--- src/rtl/leak_monitor_pkg.sv ---
`default_nettype none
// ------------------------------------------------------------------------
// leak_monitor_pkg : shared state encoding, saturation constants, helpers
// Rev 1.0
// ------------------------------------------------------------------------
package leak_monitor_pkg;

   localparam int unsigned CNT_WIDTH_DEF   = 8;
   localparam int unsigned TRIAL_WIDTH_DEF = 16;

   localparam logic [CNT_WIDTH_DEF-1:0]   CNT_SAT   = '1;
   localparam logic [TRIAL_WIDTH_DEF-1:0] TRIAL_SAT = '1;

   localparam logic [1:0] C_IDLE   = 2'd0;
   localparam logic [1:0] C_RUN    = 2'd1;
   localparam logic [1:0] C_REPORT = 2'd2;

   typedef enum logic [1:0] {
      IDLE   = C_IDLE,
      RUN    = C_RUN,
      REPORT = C_REPORT
   } state_e;

   // Increment that sticks at the all-ones value of a 'width'-bit counter.
   function automatic logic [31:0] sat_inc(input logic [31:0] value, input int unsigned width);
      logic [31:0] w_max;
      w_max = (width >= 32) ? 32'hFFFF_FFFF : ((32'd1 << width) - 32'd1);
      return (value >= w_max) ? w_max : (value + 32'd1);
   endfunction

endpackage
`default_nettype wire

--- src/rtl/leak_monitor_if.sv ---
`default_nettype none
// ------------------------------------------------------------------------
// leak_monitor_if : trial handshake inputs and verdict/statistics outputs
// Rev 1.0
// ------------------------------------------------------------------------
interface leak_monitor_if
   import leak_monitor_pkg::*;
#(
   parameter int unsigned CNT_WIDTH   = CNT_WIDTH_DEF,
   parameter int unsigned TRIAL_WIDTH = TRIAL_WIDTH_DEF
);
   logic                   start;
   logic                   done_one;
   logic                   done_two;
   logic                   busy;
   logic [CNT_WIDTH-1:0]   latency_one;
   logic [CNT_WIDTH-1:0]   latency_two;
   logic [CNT_WIDTH-1:0]   skew;
   logic                   trial_valid;
   logic                   trial_leak;
   logic                   trial_timeout;
   logic                   leak_sticky;
   logic [TRIAL_WIDTH-1:0] trial_count;
   logic [TRIAL_WIDTH-1:0] leak_count;
   logic [CNT_WIDTH-1:0]   max_skew;

   modport master (
      output start, done_one, done_two,
      input  busy, latency_one, latency_two, skew, trial_valid, trial_leak,
             trial_timeout, leak_sticky, trial_count, leak_count, max_skew
   );

   modport slave (
      input  start, done_one, done_two,
      output busy, latency_one, latency_two, skew, trial_valid, trial_leak,
             trial_timeout, leak_sticky, trial_count, leak_count, max_skew
   );
endinterface
`default_nettype wire

--- src/rtl/leak_done_capture.sv ---
`default_nettype none
// ------------------------------------------------------------------------
// leak_done_capture : first-done latency capture for one multiplier copy
// Rev 1.0
// ------------------------------------------------------------------------
module leak_done_capture #(
   parameter int unsigned CNT_WIDTH = 8,
   parameter int unsigned TIMEOUT   = 64
) (
   input  logic                 clk,
   input  logic                 rst,
   input  logic                 i_clear,
   input  logic                 i_enable,
   input  logic                 i_done,
   input  logic [CNT_WIDTH-1:0] i_cnt,
   output logic                 o_captured,
   output logic [CNT_WIDTH-1:0] o_latency
);
   localparam logic [CNT_WIDTH-1:0] c_timeout = CNT_WIDTH'(TIMEOUT);

   logic                 r_captured;
   logic [CNT_WIDTH-1:0] r_latency;
   logic                 w_captured_nxt;
   logic [CNT_WIDTH-1:0] w_latency_nxt;

   // Outputs show the post-edge view so the parent can report in the same edge.
   always_comb begin
      w_captured_nxt = r_captured;
      w_latency_nxt  = r_latency;
      if (i_clear) begin
         w_captured_nxt = 1'b0;
         w_latency_nxt  = '0;
      end else if (i_enable && !r_captured) begin
         if (i_done) begin
            w_captured_nxt = 1'b1;
            w_latency_nxt  = i_cnt;
         end else if (i_cnt == c_timeout) begin
            w_latency_nxt  = '1;
         end
      end
   end

   always_ff @(posedge clk) begin
      if (!rst) begin
         r_captured <= 1'b0;
         r_latency  <= '0;
      end else begin
         r_captured <= w_captured_nxt;
         r_latency  <= w_latency_nxt;
      end
   end

   assign o_captured = w_captured_nxt;
   assign o_latency  = w_latency_nxt;

endmodule
`default_nettype wire

--- src/rtl/leak_monitor.sv ---
`default_nettype none
// ------------------------------------------------------------------------
// leak_monitor : two-copy completion latency, skew and leak statistics
// Rev 1.0
// ------------------------------------------------------------------------
module leak_monitor
   import leak_monitor_pkg::*;
#(
   parameter int unsigned CNT_WIDTH   = CNT_WIDTH_DEF,
   parameter int unsigned TIMEOUT     = 64,
   parameter int unsigned TRIAL_WIDTH = TRIAL_WIDTH_DEF
) (
   input  logic           clk,
   input  logic           rst,
   leak_monitor_if.slave  if_mon
);
   localparam logic [CNT_WIDTH-1:0] c_timeout = CNT_WIDTH'(TIMEOUT);

   state_e                 r_state;
   logic [CNT_WIDTH-1:0]   r_cnt;
   logic                   r_busy;
   logic [CNT_WIDTH-1:0]   r_latency_one;
   logic [CNT_WIDTH-1:0]   r_latency_two;
   logic [CNT_WIDTH-1:0]   r_skew;
   logic                   r_trial_valid;
   logic                   r_trial_leak;
   logic                   r_trial_timeout;
   logic                   r_leak_sticky;
   logic [TRIAL_WIDTH-1:0] r_trial_count;
   logic [TRIAL_WIDTH-1:0] r_leak_count;
   logic [CNT_WIDTH-1:0]   r_max_skew;

   logic                   w_clear;
   logic                   w_run;
   logic                   w_cap_one;
   logic                   w_cap_two;
   logic [CNT_WIDTH-1:0]   w_lat_one;
   logic [CNT_WIDTH-1:0]   w_lat_two;
   logic                   w_both;
   logic                   w_timeout;
   logic                   w_finish;
   logic [CNT_WIDTH-1:0]   w_skew;
   logic                   w_leak;

   assign w_clear = (r_state == IDLE) && if_mon.start;
   assign w_run   = (r_state == RUN);

   leak_done_capture #(.CNT_WIDTH(CNT_WIDTH), .TIMEOUT(TIMEOUT)) u_cap_one (
      .clk        (clk),
      .rst        (rst),
      .i_clear    (w_clear),
      .i_enable   (w_run),
      .i_done     (if_mon.done_one),
      .i_cnt      (r_cnt),
      .o_captured (w_cap_one),
      .o_latency  (w_lat_one)
   );

   leak_done_capture #(.CNT_WIDTH(CNT_WIDTH), .TIMEOUT(TIMEOUT)) u_cap_two (
      .clk        (clk),
      .rst        (rst),
      .i_clear    (w_clear),
      .i_enable   (w_run),
      .i_done     (if_mon.done_two),
      .i_cnt      (r_cnt),
      .o_captured (w_cap_two),
      .o_latency  (w_lat_two)
   );

   // Verdicts use this edge's captures, so a same-edge finish reports at once.
   assign w_both    = w_cap_one && w_cap_two;
   assign w_timeout = !w_both && (r_cnt == c_timeout);
   assign w_finish  = w_run && (w_both || (r_cnt == c_timeout));
   assign w_skew    = (w_lat_one >= w_lat_two) ? (w_lat_one - w_lat_two)
                                               : (w_lat_two - w_lat_one);
   assign w_leak    = (w_lat_one != w_lat_two) || w_timeout;

   always_ff @(posedge clk) begin
      if (!rst) begin
         r_state         <= IDLE;
         r_cnt           <= '0;
         r_busy          <= 1'b0;
         r_latency_one   <= '0;
         r_latency_two   <= '0;
         r_skew          <= '0;
         r_trial_valid   <= 1'b0;
         r_trial_leak    <= 1'b0;
         r_trial_timeout <= 1'b0;
         r_leak_sticky   <= 1'b0;
         r_trial_count   <= '0;
         r_leak_count    <= '0;
         r_max_skew      <= '0;
      end else begin
         r_trial_valid <= 1'b0;
         case (r_state)
            IDLE: begin
               if (if_mon.start) begin
                  r_state <= RUN;
                  r_busy  <= 1'b1;
                  r_cnt   <= CNT_WIDTH'(1);
               end
            end
            RUN: begin
               r_cnt <= CNT_WIDTH'(sat_inc(32'(r_cnt), CNT_WIDTH));
               if (w_finish) begin
                  r_state         <= REPORT;
                  r_trial_valid   <= 1'b1;
                  r_latency_one   <= w_lat_one;
                  r_latency_two   <= w_lat_two;
                  r_skew          <= w_skew;
                  r_trial_leak    <= w_leak;
                  r_trial_timeout <= w_timeout;
                  r_trial_count   <= TRIAL_WIDTH'(sat_inc(32'(r_trial_count), TRIAL_WIDTH));
                  if (w_leak) begin
                     r_leak_count  <= TRIAL_WIDTH'(sat_inc(32'(r_leak_count), TRIAL_WIDTH));
                     r_leak_sticky <= 1'b1;
                  end
                  // An abandoned trial's skew is against a forced saturation value, not a real latency.
                  if (!w_timeout && (w_skew > r_max_skew)) begin
                     r_max_skew <= w_skew;
                  end
               end
            end
            REPORT: begin
               r_state <= IDLE;
               r_busy  <= 1'b0;
            end
            default: begin
               r_state <= IDLE;
               r_busy  <= 1'b0;
            end
         endcase
      end
   end

   assign if_mon.busy          = r_busy;
   assign if_mon.latency_one   = r_latency_one;
   assign if_mon.latency_two   = r_latency_two;
   assign if_mon.skew          = r_skew;
   assign if_mon.trial_valid   = r_trial_valid;
   assign if_mon.trial_leak    = r_trial_leak;
   assign if_mon.trial_timeout = r_trial_timeout;
   assign if_mon.leak_sticky   = r_leak_sticky;
   assign if_mon.trial_count   = r_trial_count;
   assign if_mon.leak_count    = r_leak_count;
   assign if_mon.max_skew      = r_max_skew;

endmodule
`default_nettype wire

--- src/flat_wrapper.sv ---
// flat-port wrapper written by rule: the top's interface ports become plain ports
module leak_monitor_flat import leak_monitor_pkg::*;
#(
   parameter int unsigned CNT_WIDTH   = CNT_WIDTH_DEF,
   parameter int unsigned TIMEOUT     = 64,
   parameter int unsigned TRIAL_WIDTH = TRIAL_WIDTH_DEF
)
  (clk, rst, if_mon_start, if_mon_done_one, if_mon_done_two, if_mon_busy, if_mon_latency_one, if_mon_latency_two, if_mon_skew, if_mon_trial_valid, if_mon_trial_leak, if_mon_trial_timeout, if_mon_leak_sticky, if_mon_trial_count, if_mon_leak_count, if_mon_max_skew);
  leak_monitor_if #(.CNT_WIDTH(CNT_WIDTH), .TRIAL_WIDTH(TRIAL_WIDTH)) if_mon_i ();
  input  logic clk;
  input  logic rst;
  input wire logic [$bits(if_mon_i.start)-1:0] if_mon_start;
  input wire logic [$bits(if_mon_i.done_one)-1:0] if_mon_done_one;
  input wire logic [$bits(if_mon_i.done_two)-1:0] if_mon_done_two;
  output wire logic [$bits(if_mon_i.busy)-1:0] if_mon_busy;
  output wire logic [$bits(if_mon_i.latency_one)-1:0] if_mon_latency_one;
  output wire logic [$bits(if_mon_i.latency_two)-1:0] if_mon_latency_two;
  output wire logic [$bits(if_mon_i.skew)-1:0] if_mon_skew;
  output wire logic [$bits(if_mon_i.trial_valid)-1:0] if_mon_trial_valid;
  output wire logic [$bits(if_mon_i.trial_leak)-1:0] if_mon_trial_leak;
  output wire logic [$bits(if_mon_i.trial_timeout)-1:0] if_mon_trial_timeout;
  output wire logic [$bits(if_mon_i.leak_sticky)-1:0] if_mon_leak_sticky;
  output wire logic [$bits(if_mon_i.trial_count)-1:0] if_mon_trial_count;
  output wire logic [$bits(if_mon_i.leak_count)-1:0] if_mon_leak_count;
  output wire logic [$bits(if_mon_i.max_skew)-1:0] if_mon_max_skew;
  assign if_mon_i.start = if_mon_start;
  assign if_mon_i.done_one = if_mon_done_one;
  assign if_mon_i.done_two = if_mon_done_two;
  assign if_mon_busy = if_mon_i.busy;
  assign if_mon_latency_one = if_mon_i.latency_one;
  assign if_mon_latency_two = if_mon_i.latency_two;
  assign if_mon_skew = if_mon_i.skew;
  assign if_mon_trial_valid = if_mon_i.trial_valid;
  assign if_mon_trial_leak = if_mon_i.trial_leak;
  assign if_mon_trial_timeout = if_mon_i.trial_timeout;
  assign if_mon_leak_sticky = if_mon_i.leak_sticky;
  assign if_mon_trial_count = if_mon_i.trial_count;
  assign if_mon_leak_count = if_mon_i.leak_count;
  assign if_mon_max_skew = if_mon_i.max_skew;
  leak_monitor #(.CNT_WIDTH(CNT_WIDTH), .TIMEOUT(TIMEOUT), .TRIAL_WIDTH(TRIAL_WIDTH)) u_core (.clk(clk), .rst(rst), .if_mon(if_mon_i));
endmodule
--- config.mk ---
export PLATFORM = sky130hd
export DESIGN_NAME = leak_monitor_flat
export DESIGN_NICKNAME = d
export VERILOG_FILES = /design/src/rtl/leak_monitor_pkg.sv /design/src/rtl/leak_monitor_if.sv /design/src/rtl/leak_done_capture.sv /design/src/rtl/leak_monitor.sv /design/src/flat_wrapper.sv
export SDC_FILE = /design/constraint.sdc
export NUM_CORES = 1
export LEC_CHECK = 0
export ABC_AREA = 1
export CAP_MARGIN = 20
export CORE_MARGIN = 3
export CORE_UTILIZATION = 45
export CTS_CLUSTER_DIAMETER = 40
export DETAILED_ROUTE_END_ITERATION = 7
export GPL_TIMING_DRIVEN = 1
export PLACE_DENSITY = 0.67
export SYNTH_ARGS = -nofsm -noshare
export SYNTH_HDL_FRONTEND = slang
export SYNTH_SLANG_ARGS = --single-unit
export TNS_END_PERCENT = 1
--- constraint.sdc ---
create_clock -name clk -period 4.5 [get_ports clk]
set_input_delay 0.45 -clock clk [delete_from_list [all_inputs] [get_ports clk]]
set_output_delay 0.45 -clock clk [all_outputs]
set_load 0.03 [all_outputs]
After elaboration in Yosys (flattened, before gate mapping)
Index checks and enable logic that the tools add are counted.
{ "word_totals": {"register_bits": 97, "rom_bits": 0, "memories": 0, "input_bits": 5, "latchBits": 0, "elab_cells": 81, "output_inout_bits": 69, "mem_bits_rw": 0} }
{ "op_classes": {"n_div": 0, "addsub": 5, "shift": 0, "n_mul": 0, "n_bitwise": 1, "eq_ne": 5, "reduce_logical": 22, "muxes": 26, "magnitude_cmp": 5} }
{ "ops": {"columns": ["cell", "n"], "rows": [
  ["8-bit 2-to-1 mux", 11],
  ["16-bit by 1-bit adder with 16-bit output (second input constant)", 2],
  ["16-bit >= comparator (second input constant)", 2],
  ["16-bit 2-to-1 mux", 2],
  ["8-bit case mux with 2 select lines", 1],
  ["8-bit subtractor", 2],
  ["2-bit AND reduction", 5],
  ["8-bit by 1-bit adder with 8-bit output (second input constant)", 1],
  ["8-bit by 7-bit == test with 1-bit output (second input constant)", 1],
  ["8-bit >= comparator", 1],
  ["8-bit >= comparator (second input constant)", 1],
  ["8-bit greater-than comparator", 1],
  ["1-bit 2-to-1 mux", 8],
  ["8-bit != test", 1],
  ["1-bit logical AND", 7],
  ["3-bit AND reduction", 2],
  ["1-bit logical NOT", 4],
  ["2-bit 2-to-1 mux", 2],
  ["2-bit case mux with 2 select lines", 1],
  ["2-bit by 1-bit == test with 1-bit output (second input constant)", 1],
  ["2-bit logical NOT", 1],
  ["1-bit logical OR", 2],
  ["2-bit by 1-bit != test with 1-bit output (second input constant)", 1],
  ["2-bit != test (second input constant)", 1],
  ["other kinds (3)", 3]
]} }

Longest topological paths before layout
{ "logic_depth": {"word_depth": 10, "ltp_mapped": 32, "depth_no_buf": 31} }

Hierarchy
A second synthesis with hierarchy kept.
{ "hier_totals": {"cells_unflattened": 930, "area_unflattened_um2": 5988.2} }
{ "by_module_without_submodules": {"columns": ["mod", "seq_area_each_um2", "n_inst", "area_per_inst_um2", "cells_per_inst"], "rows": [
  ["leak_monitor", 1581.5, 1, 4997.3, 766],
  ["leak_done_capture", 180.2, 2, 495.5, 82]
]} }

Worst setup path after synthesis
Ideal clock, no wire load.
{ "synth_timing": {"path_type": "register to register", "startpoint": "register u_core.r_cnt[0]", "endpoint": "register u_core.r_max_skew[5], in the netlist u_core.if_mon.max_skew[5]", "stages_incl_launch_ff": 30, "path_buffers": 1, "arrival_ps": 3696, "setup_slack_ps": 691, "synth_period_minus_slack_ps": 3809, "cell_sequence": "dfxtp_1 inv_1 ha_1 nand3_1 nor3_4 nand2_1 nand2_1 o21ai_0 ha_1 inv_1 fa_1 nand3_1 nand2_1 nand3_1 nand2_2 inv_2 nand2_1 nand2_1 inv_1 ha_1 nand2_1 nor2_1 nand2_1 nand2_1 nand3_2 nor2_8 buf_6 nand2_1 nand2_1 nor2_1"} }
{ "synth_via": {"elab_chain_len": 10, "elab_cells_between_ends": 20, "classes_between": "add/sub: 2; order compare: 2; eq/ne: 1; mux: 9; reduce/logical: 6"} }
{ "synth_lines": {"columns": ["item", "line", "source"], "rows": [
  ["from (decl)", "leak_monitor.sv:20", "logic [CNT_WIDTH-1:0] r_cnt;"],
  ["from (signal assigned)", "leak_monitor.sv:104", "r_cnt <= CNT_WIDTH'(sat_inc(32'(r_cnt), CNT_WIDTH));"],
  ["8-bit by 7-bit == test with 1-bit output", "leak_done_capture.sv:37", "end else if (i_cnt == c_timeout) begin"],
  ["8-bit 2-to-1 mux", "leak_done_capture.sv:37", null],
  ["8-bit 2-to-1 mux", "leak_done_capture.sv:34", "if (i_done) begin"],
  ["8-bit 2-to-1 mux", "leak_done_capture.sv:33", "end else if (i_enable && !r_captured) begin"],
  ["8-bit 2-to-1 mux", "leak_done_capture.sv:30", "if (i_clear) begin"],
  ["8-bit subtractor, or another cell as far along", "leak_monitor.sv:75", ": (w_lat_two - w_lat_one);"],
  ["8-bit 2-to-1 mux *", "leak_monitor.sv:74", "assign w_skew = (w_lat_one >= w_lat_two) ? (w_lat_one - w_lat_two)"],
  ["net u_core.w_skew[7]", "leak_monitor.sv:42", "logic [CNT_WIDTH-1:0] w_skew;"],
  ["8-bit greater-than comparator *", "leak_monitor.sv:119", "if (!w_timeout && (w_skew > r_max_skew)) begin"],
  ["1-bit logical AND *", "leak_monitor.sv:119", null],
  ["3-bit AND reduction (no line) *", null, null],
  ["to (signal assigned)", "leak_monitor.sv:120", "r_max_skew <= w_skew;"],
  ["to (decl)", "leak_monitor.sv:31", "logic [CNT_WIDTH-1:0] r_max_skew;"]
]} }
Mark *: on every way through the listed nets, which the timed path passes. The rest lies on a longest branch.
A chain may end at the register's enable or synchronous reset.

Worst setup path in the final report
{ "layout_timing": {"startpoint": "register u_core.r_state[0]", "endpoint": "register u_core.r_max_skew[6], in the netlist u_core.if_mon.max_skew[6]"} }
{ "layout_via": {"elab_cells_between_ends": 26, "classes_between": "add/sub: 2; order compare: 2; eq/ne: 1; mux: 9; reduce/logical: 12"} }
{ "layout_rtl": {"columns": ["item", "line", "source"], "rows": [
  ["from (decl)", "leak_monitor.sv:19", "state_e r_state;"],
  ["from (signal assigned)", "leak_monitor.sv:80", "r_state <= IDLE;"],
  ["from (signal assigned)", "leak_monitor.sv:98", "r_state <= RUN;"],
  ["from (signal assigned)", "leak_monitor.sv:106", "r_state <= REPORT;"],
  ["2-bit by 1-bit == test with 1-bit output", "leak_monitor.sv:46", "assign w_run = (r_state == RUN);"],
  ["1-bit logical AND", "leak_done_capture.sv:33", null],
  ["8-bit 2-to-1 mux", "leak_done_capture.sv:33", null],
  ["8-bit 2-to-1 mux", "leak_done_capture.sv:30", null],
  ["8-bit subtractor, or another cell as far along", "leak_monitor.sv:75", null],
  ["8-bit 2-to-1 mux *", "leak_monitor.sv:74", null],
  ["net u_core.w_skew[1]", "leak_monitor.sv:42", null],
  ["8-bit greater-than comparator *", "leak_monitor.sv:119", null],
  ["1-bit logical AND *", "leak_monitor.sv:119", null],
  ["3-bit AND reduction (no line) *", null, null]
]} }
Marked as above.

==> qor.txt <==
outcome: finished, final reports clean
Synth Net Count: 860
DR iter-0 viols: 443
cts hold-fix bufs: 0
first-pass GRT wire length: 22300 um
final worst setup slack: 387 ps
Starting Density: 0.462
IO Pins: 74
CP startpoint kind: flop
Worst slew margin: 0.642
Setup crit end kind: flop
Pre-Repair DR Iteration Count: 8
launch point of the worst path: u_core.r_state[0]
top area cells in the synthesized netlist: dfxtp_1 (35%), nand2_1 (14%), inv_1 (7.9%), ha_1 (6.1%), a21oi_1 (5.8%)
Rows: 40
Data arrival, critical path: 4350 ps
GRT Overall Usage: 0.202
HPWL after detailed placement: 9980 um
DP Area: 0.00655 mm2
pre-CTS WS: 73.9 ps
YS warnings: 0
gpl congestion: 0.942
final std cells w/o fill: 1084
Clock Latency Late Sink: 350 ps
mapped cell area: 0.00557 mm2
fin crit share: 0.914
clock sinks: 97
htree depth: 3
Routed WL: 13700 um
Inserted Clock Buffers: 9
Final min period: 4110 ps
Nets: 945
hold path start: u_core.if_mon.leak_sticky
top cell type by total area after synthesis: dfxtp_1
leakage: 0.00310 uW
n_diodes: 0
Synth top area share: 0.349
placed insts: 1066
final setup fails: 0
final hold violation count: 0
Buffers on Ports: 73
drt drc: 0
clk buf depth: 2
share of post-route cells with drive strength above 1: 0.0797
Max Slew Vio Count: 0
Die X: 117 um
syn_area_per_cell: 6.75 um2
grt ovf: 0
# fillers: 1160
clock skew: 6.52 ps
slowest CP cell: dfxtp_1
register area share after synthesis: 0.349
CTS Root Cell: clkbuf_16
antenna-violating nets left: 0
TritonCTS clock tree: yes
r2r startpoint: u_core.r_state[0]
Slew @ Worst Pin: 531 ps
via count: 5302
area delta synth->final: 24.1%
upper clock frequency limit: 243 MHz
Hold Path Class: reg -> reg
Worst path max stage delay: 420 ps
vias per inst: 4.89
clock-pin slew on the worst setup and hold paths: 70 ps
Die Height: 117 um
VDD IR max: 0.162 mV
most frequent CP cell: nand2_1
vias in the first global route: 4633
PwrDens: 337 mW/mm2
register bit total from synthesis: 97
Unique masters post-synth: 39
core area: 0.0121 mm2
maximum number of pins on one net before global-route repair: 62
DIE AREA: 0.0138 mm2
design area: 0.00692 mm2
Critical Path Fanout Max: 9
initial antenna violation count: 0
WL/cell: 12.6 um
Crit path required time: 4740 ps
Gate Count Post-Synth: 826
max_cap viols: 0
kind of critical path: reg -> reg
stage by stage:
step	hold slack (ps)	util	setup TNS [ps]	total power [uW]
2_1_floorplan	443	-	0	1320
6_report	459	0.573	0	2330
3_5_place_dp	445	0.543	0	1490
4_1_cts	458	0.570	0	2330
3_3_place_gp	443	0.543	0	1480
5_1_grt	485	0.573	-257	2460
layer usage:
layer | track usage | vias to the layer above | wire [um] | share of wire
met4 | 0.0749 | 0 | 229 | 0.017
met5 | 0 | - | 0 | 0
met3 | 0.0329 | 17 | 511 | 0.037
met1 | 0.288 | 2393 | 6810 | 0.50
met2 | 0.307 | 93 | 6130 | 0.45
li1 | - | 2799 | - | -
logic make-up after synthesis:
kind of cell	count (synthesis)	synth area share
DFF	97	0.349
and+or+nand+nor	374	0.294
xor gates and xnor gates	24	0.0377
buffers and inverters	149	0.110
AOI/OAI and AO/OA	153	0.142
adders and majority gates	29	0.0678
timing repair:
action                     in CTS  in global routing
setup endpoints to repair       0                  8
resized for setup               0                  9
buffers inserted                0                  1
placed cells by master (no fill, tap or decap), types with 6 or more instances in the layout:
master,synthesis,final
inv_1,118,118
buf_4,1,24
clkdlybuf4s50_1,0,73
nor3_1,12,12
nor2_1,74,74
dfxtp_1,97,97
o21ai_1,23,26
nand3_1,41,40
o21ai_0,57,54
nand4_1,14,14
ha_1,27,27
xor2_1,21,21
inv_2,6,6
clkbuf_16,0,9
nand2_1,210,208
a21oi_1,65,65
or2_2,6,6
synth_stat cells (all sizes together):
master and instances:
o21bai 2, a21oi 65, a211oi 1, nor3b 1, inv 124, o22ai 2
buf 12, dfxtp 97, a221oi 1, nor2 78, xnor2 3, ha 27
a21o 1, or2 6, o21ai 80, o211ai 1, nand3b 2, nand2 215
xor2 21, fa 2, clkinv 1, nand4 14, nand3 44, clkbuf 12
nor3 14
worst max-delay path: cells and delay by family (launching register included):
kind                       cells  cell delay (ps)
AOI/OAI and AO/OA              3              680
DFF                            1              420
buffers and inverters          4              400
and+or+nand+nor               19             1860
adders and majority gates      2              640
power breakdown:
group	internal, uW	leakage [uW]	switching (uW)
Combinational	229	0.00215	381
Sequential	875	0.000784	10.6
Clock	482	0.000160	351
Total	1590	0.00310	743
cell type report:
cell class | count | area [um2] | share of cell area
clock inverter | 4 | 56.3 | 0.00814
inverter | 125 | 474 | 0.0686
timing repair buffer | 97 | 911 | 0.132
sequential | 97 | 1940 | 0.281
tap | 168 | 210 | 0.0304
clock buffer | 12 | 267 | 0.0385
multi-input combinational | 581 | 3060 | 0.442
state kept, by name, indices dropped and copies added, names as in the netlist:
signal                       flops
u_core.u_cap_two.r_latency       8
u_core.if_mon.trial_count       16
u_core.if_mon.skew               8
u_core.u_cap_one.r_captured      1
u_core.u_cap_two.r_captured      1
u_core.if_mon.leak_count        16
u_core.if_mon.latency_two        8
u_core.if_mon.latency_one        8
u_core.if_mon.busy               1
u_core.if_mon.leak_sticky        1
u_core.u_cap_one.r_latency       8
u_core.if_mon.max_skew           8
u_core.r_cnt                     8
u_core.r_state                   2
u_core.if_mon.trial_timeout      1
u_core.if_mon.trial_leak         1
u_core.if_mon.trial_valid        1
path summary, 6_finish.rpt:
path,cells past startpoint,slack [ps],to
setup reg to reg,28,390,u_core.if_mon.max_skew[6]
hold reg to reg,2,460,u_core.if_mon.leak_sticky
hold / removal,2,460,u_core.if_mon.leak_sticky
setup / recovery,28,390,u_core.if_mon.max_skew[6]
Note: power is estimated with default switching activity, not from simulation.
